==> src/rtl/instr_loader_if.sv <==
// rtl/instr_loader_if.sv - byte stream in and SRAM init port out of the instruction loader
interface instr_loader_if #(
    parameter int ADDR_W = 5
) ();
    logic              in_valid;
    logic [7:0]        in_data;
    logic              in_ready;
    logic              init_we;
    logic [ADDR_W-1:0] init_addr;
    logic [31:0]       init_data;

    modport master (
        output in_valid, in_data,
        input  in_ready, init_we, init_addr, init_data
    );

    modport slave (
        input  in_valid, in_data,
        output in_ready, init_we, init_addr, init_data
    );
endinterface

==> src/rtl/instr_loader.sv <==
// rtl/instr_loader.sv - loads count-prefixed, checksummed byte stream into instruction SRAM
module instr_loader #(
    parameter int ADDR_W = 5,
    parameter int DEPTH  = 32
) (
    input  logic              clk,
    input  logic              reset,
    input  logic              start,
    instr_loader_if.slave     bus,
    output logic              core_enable,
    output logic              busy,
    output logic              done,
    output logic              error,
    output logic [ADDR_W:0]   words_loaded
);
    localparam logic [2:0] S_IDLE  = 3'd0;
    localparam logic [2:0] S_COUNT = 3'd1;
    localparam logic [2:0] S_DATA  = 3'd2;
    localparam logic [2:0] S_CHECK = 3'd3;
    localparam logic [2:0] S_DONE  = 3'd4;
    localparam logic [2:0] S_ERROR = 3'd5;

    logic [2:0]        state;
    logic [2:0]        state_nx;
    logic              ready_q;
    logic              we_q;
    logic [ADDR_W-1:0] addr_q;
    logic [31:0]       data_q;
    logic [ADDR_W-1:0] word_idx;
    logic [ADDR_W-1:0] last_idx;
    logic [ADDR_W-1:0] count_last;
    logic [1:0]        lane;
    logic [23:0]       word_buf;
    logic [7:0]        sum;
    logic [7:0]        sum_nx;
    logic [7:0]        count_m1;
    logic              accept;
    logic              last_word;

    assign bus.in_ready  = ready_q;
    assign bus.init_we   = we_q;
    assign bus.init_addr = addr_q;
    assign bus.init_data = data_q;

    assign accept    = bus.in_valid && ready_q;
    assign sum_nx    = sum + bus.in_data;
    assign last_word = (lane == 2'd3) && (word_idx == last_idx);
    assign count_m1  = bus.in_data - 8'd1;

    // A zero count means a full memory; oversized counts are clamped so writes never wrap.
    always_comb begin
        count_last = count_m1[ADDR_W-1:0];
        if (bus.in_data == 8'd0 || 32'(bus.in_data) > DEPTH)
            count_last = ADDR_W'(DEPTH - 1);
    end

    always_comb begin
        state_nx = state;
        case (state)
            S_IDLE:  if (start)  state_nx = S_COUNT;
            S_COUNT: if (accept) state_nx = S_DATA;
            S_DATA:  if (accept && last_word) state_nx = S_CHECK;
            S_CHECK: if (accept) state_nx = (sum_nx == 8'd0) ? S_DONE : S_ERROR;
            S_DONE:  if (start)  state_nx = S_COUNT;
            S_ERROR: if (start)  state_nx = S_COUNT;
            default: state_nx = S_IDLE;
        endcase
    end

    always_ff @(posedge clk or negedge reset) begin
        if (!reset) begin
            state        <= S_IDLE;
            ready_q      <= 1'b0;
            we_q         <= 1'b0;
            addr_q       <= '0;
            data_q       <= '0;
            word_idx     <= '0;
            last_idx     <= '0;
            lane         <= '0;
            word_buf     <= '0;
            sum          <= '0;
            core_enable  <= 1'b0;
            busy         <= 1'b0;
            done         <= 1'b0;
            error        <= 1'b0;
            words_loaded <= '0;
        end else begin
            state   <= state_nx;
            ready_q <= (state_nx == S_COUNT) || (state_nx == S_DATA) || (state_nx == S_CHECK);
            we_q    <= 1'b0;
            case (state)
                S_IDLE, S_DONE, S_ERROR: begin
                    if (start) begin
                        busy         <= 1'b1;
                        done         <= 1'b0;
                        error        <= 1'b0;
                        core_enable  <= 1'b0;
                        words_loaded <= '0;
                    end
                end
                S_COUNT: begin
                    if (accept) begin
                        last_idx <= count_last;
                        word_idx <= '0;
                        lane     <= '0;
                        sum      <= '0;
                    end
                end
                S_DATA: begin
                    if (accept) begin
                        sum  <= sum_nx;
                        lane <= lane + 2'd1;
                        if (lane == 2'd3) begin
                            we_q         <= 1'b1;
                            addr_q       <= word_idx;
                            data_q       <= {bus.in_data, word_buf};
                            words_loaded <= words_loaded + 1'b1;
                            word_idx     <= word_idx + 1'b1;
                        end else begin
                            word_buf[8*lane +: 8] <= bus.in_data;
                        end
                    end
                end
                S_CHECK: begin
                    if (accept) begin
                        busy <= 1'b0;
                        if (sum_nx == 8'd0) begin
                            done        <= 1'b1;
                            core_enable <= 1'b1;
                        end else begin
                            error <= 1'b1;
                        end
                    end
                end
                default: ;
            endcase
        end
    end
endmodule
==> src/flat_wrapper.sv <==
// flat-port wrapper written by rule: the top's interface ports become plain ports
module instr_loader_flat 
#(
    parameter int ADDR_W = 5,
    parameter int DEPTH  = 32
)
  (clk, reset, start, core_enable, busy, done, error, words_loaded, bus_in_valid, bus_in_data, bus_in_ready, bus_init_we, bus_init_addr, bus_init_data);
  instr_loader_if #(.ADDR_W(ADDR_W)) bus_i ();
  input  logic clk;
  input  logic reset;
  input  logic start;
  output logic core_enable;
  output logic busy;
  output logic done;
  output logic error;
  output logic [ADDR_W:0] words_loaded;
  input wire logic [$bits(bus_i.in_valid)-1:0] bus_in_valid;
  input wire logic [$bits(bus_i.in_data)-1:0] bus_in_data;
  output wire logic [$bits(bus_i.in_ready)-1:0] bus_in_ready;
  output wire logic [$bits(bus_i.init_we)-1:0] bus_init_we;
  output wire logic [$bits(bus_i.init_addr)-1:0] bus_init_addr;
  output wire logic [$bits(bus_i.init_data)-1:0] bus_init_data;
  assign bus_i.in_valid = bus_in_valid;
  assign bus_i.in_data = bus_in_data;
  assign bus_in_ready = bus_i.in_ready;
  assign bus_init_we = bus_i.init_we;
  assign bus_init_addr = bus_i.init_addr;
  assign bus_init_data = bus_i.init_data;
  instr_loader #(.ADDR_W(ADDR_W), .DEPTH(DEPTH)) u_core (.clk(clk), .reset(reset), .start(start), .bus(bus_i), .core_enable(core_enable), .busy(busy), .done(done), .error(error), .words_loaded(words_loaded));
endmodule
==> config.mk <==
export PLATFORM = sky130hd
export DESIGN_NAME = instr_loader_flat
export DESIGN_NICKNAME = d
export VERILOG_FILES = /design/src/rtl/instr_loader_if.sv /design/src/rtl/instr_loader.sv /design/src/flat_wrapper.sv
export SDC_FILE = /design/constraint.sdc
export NUM_CORES = 1
export LEC_CHECK = 0
export ABC_AREA = 1
export BUFFER_PORTS_ARGS = -buffer_cell sky130_fd_sc_hd__buf_4
export CAP_MARGIN = 20
export CORE_AREA = 10 10 125 127
export CTS_BUF_LIST = sky130_fd_sc_hd__clkbuf_8
export DETAILED_ROUTE_END_ITERATION = 8
export DIE_AREA = 0 0 135 137
export MAX_ROUTING_LAYER = met4
export PLACE_DENSITY = 0.48
export SLEW_MARGIN = 10
export SYNTH_ARGS = -nofsm -noshare
export SYNTH_HDL_FRONTEND = slang
export SYNTH_SLANG_ARGS = --single-unit
==> constraint.sdc <==
create_clock -name clk -period 2.3 [get_ports clk]
set_input_delay 0.115 -clock clk [delete_from_list [all_inputs] [get_ports clk]]
set_output_delay 0.115 -clock clk [all_outputs]
set_load 0.1 [all_outputs]
# == Yosys cells after proc, flatten, opt, wreduce, memory -nomap -nowiden ==
# Index checks and enable logic that the tools add are counted.
# totals
register_bits,95
output_inout_bits,49
wordCells,98
# op_classes
addsub,6
n_lt_le_gt_ge,1
n_eq_ne,17
n_shift,2
muxes,35
n_bitwise,1
reduce_logical,22
# ops
operator,n
negator 5 -> 34 bit,1
variable shift 8 x 34 -> 24 bit (first input constant),1
variable part select 8 x 34 -> 24 bit,1
bitwise mux 24 bit,1
two-way mux 5 bit,4
two-way mux 6 bit,3
zero test 8 bit,2
two-way mux 8 bit,2
case mux 8 bit (2 select lines),1
AND reduction 4 bit,4
== test 3 x 2 -> 1 bit (second input constant),4
two-way mux 3 bit,4
inequality test 2 x 1 -> 1 bit (second input constant),6
case mux 3 bit (4 select lines),1
case mux 6 bit (2 select lines),1
AND reduction 3 bit,4
two-way mux 1 bit,11
case mux 5 bit (2 select lines),1
adder 8 bit,1
> comparator 8 x 6 -> 1 bit (second input constant),1
adder 6 x 1 -> 6 bit (second input constant),1
== test 3 x 1 -> 1 bit (second input constant),2
== test 3 bit (second input constant),2
case mux 1 bit (2 select lines),3
other kinds (15),22

# == Longest topological paths before layout ==
# logic_depth
depth_word,8
depth_mapped,16
depth_no_buf,16

# == Least setup slack after synthesis ==
# No wires, ideal clock.
# synth_path
path_type,flip-flop to flip-flop
from,register u_core.ready_q (netlist: u_core.bus.in_ready)
to,register u_core.word_idx[4]
arrival_time_ns,1.988
required_time_ns,2.181
setup_slack_ns,0.193
stages_incl_launch_ff,11
path_buffers,1
synth_period_minus_slack_ns,2.107
cell_sequence,dfrtp_1 > nand2_1 > nor2_4 > buf_6 > inv_2 > nand2_4 > nand2_4 > nor3_4 > nand3_1 > nand2_1 > nor2_1
# synth_via
elab_chain_len,3
# synth_lines
item,line_no,source
"start, declared",instr_loader.sv:25,logic ready_q;
"start signal, assigned",instr_loader.sv:89,ready_q <= (state_nx == S_COUNT) || (state_nx == S_DATA) || (state_nx == S_CHECK);
logical AND 1 bit *,instr_loader.sv:45,assign accept = bus.in_valid && ready_q;
inequality test 2 x 1 -> 1 bit (no source line),--,
AND reduction 4 bit (no source line) *,--,
"end signal, assigned",instr_loader.sv:118,word_idx <= word_idx + 1'b1;
"end, declared",instr_loader.sv:29,logic [ADDR_W-1:0] word_idx;
# Mark *: on every way between the ends. The rest lies on a longest branch, timed or not.
# A chain may end at the register's enable or synchronous reset.

# == Final worst setup path ==
# layout_path
from,input port bus_in_data[0]
to,register u_core.ready_q (netlist: u_core.bus.in_ready)
# layout_via
elab_chain_len,8
# layout_lines
item,line_no,source
"start, declared",flat_wrapper.sv:18,input wire logic [$bits(bus_i.in_data)-1:0] bus_in_data;
adder 8 bit *,instr_loader.sv:46,assign sum_nx = sum + bus.in_data;
zero test 8 bit *,instr_loader.sv:63,S_CHECK: if (accept) state_nx = (sum_nx == 8'd0) ? S_DONE : S_ERROR;
two-way mux 1 bit *,instr_loader.sv:63,
two-way mux 3 bit *,instr_loader.sv:63,
case mux 3 bit (4 select lines) *,instr_loader.sv:59,case (state)
== test 3 x 1 -> 1 bit or == test 3 x 2 -> 1 bit (tied branches),instr_loader.sv:89,
logical OR 1 bit,instr_loader.sv:89,
logical OR 1 bit *,instr_loader.sv:89,
# Marks and branches as above.

==> impl_metrics.py <==
metrics = {
    "layout": {
        "fin_cells": 778,
        "layout.nets": 628,
        "final_common_cell": "nand2_1",
        "final_cell_mix": "nand2_1, dfrtp_1, buf_4",
        "nFillCells": 1363,
        "diodes": 0,
        "area_growth_pct": 18.7,
        "drive_above_1_share": 0.173,
    },
    "run_status": {
        "status": "completed",
    },
    "yosys": {
        "synth_seq_area_share": 0.528,
        "yosysWarnings": 0,
        "synth_top_area_frac": 0.528,
        "synthTopCellsByArea": "dfrtp_1, nand2_1, o21ai_0, ha_1, inv_1",
        "yosys.area.top_type": "dfrtp_1",
        "syn_nets": 564,
        "ys_ff_latch": 95,
        "syn_area_per_cell_sq_um": 8.42,
        "syn_area_sq_um": 4510,
        "synthDistinctLibCells": 33,
        "synth_cells": 535,
    },
    "route": {
        "num_vias": 3568,
        "drt_wl_total_um": 11100,
        "antenna_left": 0,
        "wire_per_inst_um": 14.2,
        "drtPass1Iterations": 6,
        "drc": 0,
        "viasPerCell": 4.59,
        "drt_iter0_markers": 307,
    },
    "die": {
        "ioPinCount": 61,
        "die-area_sq_um": 18500,
        "coreArea_sq_um": 13100,
        "start_util": 0.344,
        "die_w_um": 135,
        "die_h_um": 137,
        "core.rowCount": 42,
    },
    "worst_setup_path": {
        "slowest_stage": "dlygate4sd3_1",
        "path_max_fanout": 5,
        "r2r_cells": 15,
        "cpPeakStageDelay_ps": 520,
        "start_kind": "input port",
        "critPathTopFamily": "buffers and inverters",
        "cp_data_required_time_ps": 2570,
        "arrival_ps": 2370,
        "path_cells": "dlygate4sd3_1, buf_4, ha_2, inv_1, fa_1, inv_1, nand2_1, nand2_1, nand3_1, nand3_1, nand2_1, nor2_1, nand2_2, nand2_2, nand3_1, nand2_1, inv_1",
        "timing.rr.end": "u_core.bus.in_ready$_DFF_PN0_",
        "critPathBufInv": 5,
        "r2r-start": "u_core.sum[0]$_DFFE_PN0P_",
        "critPathKind": "in -> reg",
        "cp-end-kind": "flip-flop",
        "r2r_setup_slack_ps": 260,
        "cpMostUsedCell": "nand2_1",
    },
    "clocking": {
        "htreeDepth": 3,
        "tritoncts": "yes",
        "clock_latency_ps": 370,
        "cts_buffer_depth": 2,
        "cts.sinks": 95,
        "clk_pin_slew_ps": 80,
        "cts-root-buf": "clkbuf_8",
        "cts_buffers": 9,
    },
    "global_routing": {
        "grt_first_pass_wirelength_um": 18600,
        "grt-busiest-layer": "met2",
        "overflow": 0,
        "grt_max_degree": 45,
        "met3_usage": 0.0260,
        "grtUsageTotal": 0.130,
        "antenna_found_initial": 0,
        "use_met1": 0.163,
        "first_global_vias": 3591,
        "grtUsageMet2": 0.200,
    },
    "sta": {
        "max_freq_mhz": 477,
        "rsz0062_at_grt": "no",
        "setup_viol": 0,
        "hold_violations": 0,
        "fin_worst_skew_ps": 7.06,
        "slew_headroom": 0.604,
        "tightest_slew_ps": 594,
        "timing.setup.tns_ps": 0,
        "finalCriticalPeriod_ps": 2100,
        "maxSlewViolCount": 0,
        "fin_crit_sh": 0.912,
    },
    "pwr": {
        "power_frac_clock": 0.175,
        "max-vdd-ir-drop_mv": 0.319,
        "power_density_nw_per_um2": 1060,
        "combPwrFrac": 0.434,
        "intPower_mw": 3.10,
        "pwr-share-seq": 0.391,
        "power_switching_mw": 2.56,
        "p_leak_nw": 2.81,
        "switching_share": 0.452,
    },
    "placed_design": {
        "post-dp-hpwl_um": 8380,
        "place_congestion": 0.841,
        "numPortBuffers": 60,
        "dp_cells": 762,
    },
    "min_path": {
        "min-delay-start": "bus_in_data[1]",
        "holdPathStages": 3,
        "hold_end": "u_core.word_buf[1]$_DFFE_PN0P_",
        "worstHoldPathType": "in -> reg",
    },
    "job": {
        "maxCapViolCount": 0,
    },
}
-- worst reg2reg max path, cell delays in order (launching register included) --
cell and delay (ps):
dfrtp_1 370, ha_2 200, inv_1 50, fa_1 400
inv_1 70, nand2_1 40, nand2_1 90, nand3_1 100
nand3_1 80, nand2_1 70, nor2_1 130, nand2_2 80
nand2_2 90, nand3_1 70, nand2_1 70, inv_1 40
-- cell families (layout without fill, tap and decap cells) --
group | after synthesis | in the layout | synth area share
buffers and inverters | 70 | 137 | 0.0628
XOR/XNOR | 10 | 10 | 0.0194
AND/OR/NAND/NOR | 278 | 278 | 0.264
adder cells (fa/ha/maj) | 17 | 17 | 0.0489
AO/OA/AOI/OAI | 65 | 65 | 0.0772
flip-flops | 95 | 95 | 0.528
-- timing repair --
action | in CTS | in global routing
hold endpoints to repair | 42 | 0
hold buffers | 2 | 0
setup buffers | 0 | 0
resized for setup | 0 | 4
setup endpoints to repair | 0 | 3
-- through the flow --
stage / power, mW / cell area, sq um / setup WS (ps) / util / hold WS (ps)
2_1_floorplan: 4.12 / 4510 / 193 / - / -181
3_3_place_gp: 4.71 / 5150 / 244 / 0.394 / 165
3_5_place_dp: 4.72 / 5150 / 240 / 0.394 / 160
4_1_cts: 5.73 / 5340 / 171 / 0.408 / 31.3
5_1_grt: 6.11 / 5350 / 18.5 / 0.409 / 48.3
6_report: 5.66 / 5350 / 204 / 0.409 / 52.2
-- synth_stat cells --
master and n:
nand2_2 3, clkbuf_1 9, o31ai_1 1, a32o_1 1, o22ai_1 2, nor3_4 1, a31oi_1 8, buf_2 4
inv_1 51, a21oi_1 8, nor2_2 2, nand3_1 23, o21ai_0 42, nor3b_2 2, buf_4 2, nor2_1 33
nand2_1 197, fa_1 1, nand3_2 4, inv_2 2, or2_2 1, buf_1 1, ha_1 16, xor2_1 4
xnor2_1 6, dfrtp_1 95, buf_6 1, nand2_4 3, o21ai_1 2, nand4_1 1, o211ai_1 1, nor2_4 2
nor3_1 6
-- worst max path at each step --
stage	startpoint	to	slack [ps]	cells after the start
after floorplan	u_core.bus.in_ready$_DFF_PN0_	u_core.word_idx[4]$_DFFE_PN0P_	190	10
after global placement	u_core.sum[0]$_DFFE_PN0P_	u_core.bus.in_ready$_DFF_PN0_	240	15
after detailed placement	u_core.sum[0]$_DFFE_PN0P_	u_core.bus.in_ready$_DFF_PN0_	240	15
after CTS	bus_in_data[0]	u_core.bus.in_ready$_DFF_PN0_	170	17
after global routing	bus_in_data[0]	u_core.bus.in_ready$_DFF_PN0_	20	17
final	bus_in_data[0]	u_core.bus.in_ready$_DFF_PN0_	200	17
-- final cells by class --
| class | instances | area, sq um | area share |
|---|---|---|---|
| flip-flops and latches | 95 | 2380 | 0.445 |
| inverters | 53 | 203 | 0.0379 |
| clock inverters | 3 | 12.5 | 0.00234 |
| well taps | 176 | 220 | 0.0412 |
| clock buffers | 11 | 151 | 0.0283 |
| repair buffers | 70 | 531 | 0.0992 |
| multi-input cells | 370 | 1850 | 0.347 |
-- flip-flops by register name, indices dropped and copies added (netlist names) --
register	flops
u_core.bus.init_data	32
u_core.word_buf	24
u_core.sum	8
u_core.words_loaded	6
u_core.bus.init_addr	5
u_core.last_idx	5
u_core.word_idx	5
u_core.state	3
u_core.lane	2
u_core.bus.in_ready	1
u_core.bus.init_we	1
u_core.busy	1
u_core.core_enable	1
u_core.error	1
-- power groups by stage --
stage          Combinational (mW)  Clock, mW  Sequential (mW)
2_1_floorplan                1.21          0             2.91
3_3_place_gp                 2.46          0             2.25
3_5_place_dp                 2.47          0             2.25
4_1_cts                      2.48       1.04             2.22
5_1_grt                      2.75       1.10             2.26
6_report                     2.46      0.987             2.21
-- per-layer routing --
layer	vias to the layer above	share of wire	wire [um]
met3	17	0.041	456
met4	0	0.019	212
met5	-	0	0
li1	1811	-	-
met2	65	0.47	5210
met1	1675	0.47	5200
(Power assumes the default switching activity.)
